### config.mk
export PLATFORM = sky130hd
export DESIGN_NAME = aes_text_out_streamer
export DESIGN_NICKNAME = d
export VERILOG_FILES = /design/src/rtl/aes_text_out_streamer.sv
export SDC_FILE = /design/constraint.sdc
export NUM_CORES = 1
export LEC_CHECK = 0
export CAP_MARGIN = 10
export CORE_AREA = 2 2 148 150
export DETAILED_ROUTE_END_ITERATION = 10
export DIE_AREA = 0 0 150 152
export GPL_ROUTABILITY_DRIVEN = 1
export GPL_TIMING_DRIVEN = 0
export PLACE_DENSITY = 0.85
export SYNTH_ARGS = -nofsm -noshare
export SYNTH_HDL_FRONTEND = slang
export SYNTH_SLANG_ARGS = --single-unit
### constraint.sdc
create_clock -name clk -period 4 [get_ports clk]
set_input_delay 0.8 -clock clk [delete_from_list [all_inputs] [get_ports clk]]
set_output_delay 0.8 -clock clk [all_outputs]
set_load 0.03 [all_outputs]
### src/rtl/aes_text_out_streamer.sv
// AES result streamer: captures text_out on done and emits it
// MS word first over valid/ready, with one pending block of slack.
module aes_text_out_streamer #(
  parameter int WORD_W = 32
) (
  input  logic              clk,
  input  logic              rst,
  input  logic              done,
  input  logic [127:0]      text_out,
  output logic              m_valid,
  input  logic              m_ready,
  output logic [WORD_W-1:0] m_data,
  output logic              m_last,
  output logic              busy,
  output logic              overflow,
  input  logic              ovf_clr
);

  localparam int BLK_W  = 128;
  localparam int NWORDS = BLK_W / WORD_W;
  localparam int IW     = (NWORDS > 1) ? $clog2(NWORDS) : 1;
  localparam logic [IW-1:0] LAST = IW'(NWORDS - 1);

  logic [BLK_W-1:0] r_act_q;
  logic [BLK_W-1:0] r_pnd_q;
  logic             r_act_full;
  logic             r_pnd_full;
  logic [IW-1:0]    r_idx;
  logic             r_ovf;

  logic             w_xfer;
  logic             w_free;
  logic             w_act_avail;
  logic             w_drop;
  logic [BLK_W-1:0] w_sh;

  assign w_xfer      = r_act_full && m_ready;
  assign w_free      = w_xfer && (r_idx == LAST);
  assign w_act_avail = !r_act_full || w_free;
  assign w_drop      = done && !w_act_avail && r_pnd_full;

  // Word 0 sits in the top bits, so shift the selected word up
  assign w_sh = r_act_q << (int'(r_idx) * WORD_W);

  assign m_valid  = r_act_full;
  assign m_data   = w_sh[BLK_W-1 -: WORD_W];
  assign m_last   = r_act_full && (r_idx == LAST);
  assign busy     = r_act_full || r_pnd_full;
  assign overflow = r_ovf;

  always_ff @(posedge clk) begin
    if (rst) begin
      r_act_q    <= '0;
      r_pnd_q    <= '0;
      r_act_full <= 1'b0;
      r_pnd_full <= 1'b0;
      r_idx      <= '0;
      r_ovf      <= 1'b0;
    end else begin
      if (w_xfer) begin
        r_idx <= w_free ? '0 : r_idx + IW'(1);
      end

      if (w_act_avail) begin
        if (r_pnd_full) begin
          r_act_q    <= r_pnd_q;
          r_act_full <= 1'b1;
          if (done) begin
            r_pnd_q <= text_out;
          end else begin
            r_pnd_full <= 1'b0;
          end
        end else if (done) begin
          r_act_q    <= text_out;
          r_act_full <= 1'b1;
        end else if (w_free) begin
          r_act_full <= 1'b0;
        end
      end else if (done && !r_pnd_full) begin
        r_pnd_q    <= text_out;
        r_pnd_full <= 1'b1;
      end

      // A new drop outranks a same-cycle clear
      if (w_drop) begin
        r_ovf <= 1'b1;
      end else if (ovf_clr) begin
        r_ovf <= 1'b0;
      end
    end
  end

endmodule

==> metrics.log <==
INFO  metric hpwlAfterDp = 26500 um
INFO  metric synth_cells = 1208
INFO  metric nNetsFinal = 1538
INFO  metric grt_max_degree = 14
INFO  metric maxSlewViolCount = 0
INFO  metric post-route-period-util = 0.927
INFO  metric fin_setup_tns = 0 ps
INFO  metric grt_pass1_vias = 10076
INFO  metric globalRouteTotalUtil = 0.314
INFO  metric cts.repair_timing.setup_buffer_count = 0
INFO  metric place_congestion = 0.954
INFO  metric overall_routed_net_length = 36300 um
INFO  metric cp.required = 3200 ps
INFO  metric netlist_area = 12600 um2
INFO  metric cts_tree = built
INFO  metric timing_worst_slew_pin_value = 928 ps
INFO  metric worst_setup_hold_path_clk_slew = 60 ps
INFO  metric hp-class = reg -> reg
INFO  metric dr.pass1.iters = 5
INFO  metric dieHeight = 152 um
INFO  metric port-buffer-count = 167
INFO  metric library_cell_with_the_largest_summed_area_after_synthesis = dfxtp_1
INFO  metric final-hold-violation-count = 0
INFO  metric numCtsBuffers = 27
INFO  metric wl_per_cell = 21.4 um
INFO  metric global_route.overflow_total = 0
INFO  metric pre_cts_slack = 890 ps
INFO  metric timing.critical_path.max_delay_family = buffers and inverters
INFO  metric finalCriticalPeriod = 3710 ps
INFO  metric mostFrequentLayoutCell = dfxtp_1
INFO  metric clkSinkCount = 261
INFO  metric power.leakage = 5.44 nW
INFO  metric dieWidth = 150 um
INFO  metric initial_core_util = 0.589
INFO  metric avgViaCountPerCell = 5.98
INFO  metric fp.coreArea = 21400 um2
INFO  metric clock_skew = 10.8 ps
INFO  metric critPathLaunchType = flop
INFO  metric yosys_warnings = 0
INFO  metric layout.cell_area.non_filler = 15500 um2
INFO  metric row_count = 54
INFO  metric switching_power = 1.85 mW
INFO  metric worst_slack = 292 ps
INFO  metric worst-path-max-fanout = 10
INFO  metric antenna_found_initial = 0
INFO  metric yosys-top-cells-area = dfxtp_1 42%, mux2i_1 21%, nand2b_1 13%, a211oi_1 7.6%, mux4_2 5.7%
INFO  metric hold_depth = 2
INFO  metric drcViolationCount = 0
INFO  metric pwr-share-seq = 0.440
INFO  metric synth.lib_cells_used.distinct = 23
INFO  metric clock_path_buffers = 3
INFO  metric worst-endpoint-arrival = 2910 ps
INFO  metric worst_path_buffer_plus_inverter_count = 3
INFO  metric placement.cell_area = 14600 um2
INFO  metric p_per_area = 437 nW/um2
INFO  metric syn_avg_cell_area = 10.4 um2
INFO  metric post_cts_resize_count = 0
INFO  metric power_frac_comb = 0.186
INFO  metric syn-num-nets = 1342
INFO  metric clkLatencyLatePin = 530 ps
INFO  metric worst_slew_margin_rel = 0.382
INFO  metric floorplan.io_pins = 169
INFO  metric r2r_cells = 6
INFO  metric synthesis_to_finish_area_growth = 23.0%
INFO  metric postCtsHoldBufs = 0
INFO  metric cpMaxStageDelayCell = clkbuf_1
INFO  metric max-cap-violations = 0
INFO  metric layout_common_cells = 261 x dfxtp_1, 258 x mux2i_1, 257 x nand2b_1
INFO  metric path_cells = clkbuf_1 > clkbuf_1 > mux4_2 > clkdlybuf4s50_1
INFO  metric swShare = 0.274
INFO  metric unrepaired_setup_endpoints_after_global_routing = no
INFO  metric post_route_cells_drive_above_1_share = 0.0994
INFO  metric setup_violations_final = 0
INFO  metric ys_ff_latch = 261
INFO  metric antenna_cells = 0
INFO  metric num_vias = 10158
INFO  metric power.ir.vdd_worst = 295 uV
INFO  metric outcome = complete, no violations
INFO  metric slowest_delay = 620 ps
INFO  metric timing.critical_path.to_type = output port
INFO  metric critical_path_depth = 4
INFO  metric dieArea = 22800 um2
INFO  metric critical_path_class = reg -> out
INFO  metric crit_top_cell = clkbuf_1
INFO  metric cts-htree-levels = 1
INFO  metric synth_sequential_area_ratio = 0.415
INFO  metric detail_route.iter0.violations = 928
INFO  metric remaining_number_of_nets_flagged_by_the_antenna_check_after_routing = 0
INFO  metric netlist.area_leader.share = 0.415
INFO  metric internal_power = 4.91 mW
INFO  metric max_freq = 0.270 GHz
INFO  metric global_route_wire_length_before_repair = 55800 um
INFO  metric cell_at_the_root_of_the_clock_tree = clkbuf_16
INFO  metric part_of_the_total_power_dissipated_in_the_clock_network = 0.374
-- layout make-up --
cell class	instances	area, um2
multi-input combinational	824	6640
fill	1561	5860
sequential	261	5230
timing repair buffer	167	1670
clock buffer	39	801
buffer	122	717
tap	280	350
clock inverter	5	77.6
inverter	1	3.75
-- cell families (layout without fill, tap and decap cells) --
group,count (synthesis),count (layout),synth area share
compound gates,263,263,0.132
fa+ha+maj,1,1,0.000994
buf+inv,123,334,0.0573
flops,261,261,0.415
mux,290,290,0.262
simple gates,270,270,0.132
-- worst register-to-register path: stages, from the launching register on --
cell      delay, ps
dfxtp_1         330
ha_1            300
a21boi_4        250
mux2i_1         350
buf_6           350
buf_12          210
mux2i_1         210
-- routing by layer --
layer	GRT usage	vias to the layer above	share of wire
met4	0.134	0	0.049
met5	0	-	0
met3	0.0468	105	0.082
met1	0.424	4869	0.41
met2	0.502	472	0.46
li1	-	4712	-
-- cell usage after synthesis (all sizes together) --
master,instances
dfxtp,261
ha,1
a32oi,1
a21oi,131
mux4,32
clkbuf,56
o21ai,1
nand2b,257
a211oi,128
a21boi,1
and2,1
a21bo,1
mux2i,258
nand3,1
buf,66
nand2,4
or2,2
nor2,5
inv,1
-- stage by stage --
stage          utilization  total power [mW]  std cells  hold WS, ps
3_5_place_dp         0.684              4.25       1655          463
4_1_cts              0.725              6.75       1699          474
6_report             0.725              6.77       1699          472
5_1_grt              0.725              6.96       1699          484
3_3_place_gp         0.684              4.22       1655          457
2_1_floorplan            -              3.75       1208          448
-- power by group through the flow --
stage	logic (mW)	clock network (mW)	registers, mW
floorplan	0.811	0	2.94
CTS	1.25	2.54	2.96
global route	1.34	2.63	2.98
finish	1.26	2.53	2.98
detailed placement	1.24	0	3.02
global placement	1.21	0	3.01
-- flip-flops by register name, summed over array words and instances (netlist names) --
name and cells:
r_pnd_q 128, r_pnd_full 1, r_act_q 128, m_valid 1, r_idx 2, overflow 1
-- worst paths after layout --
kind | startpoint | endpoint | slack [ps]
worst max-delay path | r_idx[0]$_SDFFE_PP0P_ | m_data[9] | 290
worst min-delay path | r_pnd_q[64]$_SDFFE_PP0P_ | r_pnd_q[64]$_SDFFE_PP0P_ | 470
worst max register to register | r_idx[0]$_SDFFE_PP0P_ | r_pnd_q[8]$_SDFFE_PP0P_ | 1920
worst min register to register | r_pnd_q[64]$_SDFFE_PP0P_ | r_pnd_q[64]$_SDFFE_PP0P_ | 470
(Power assumes the default switching activity.)
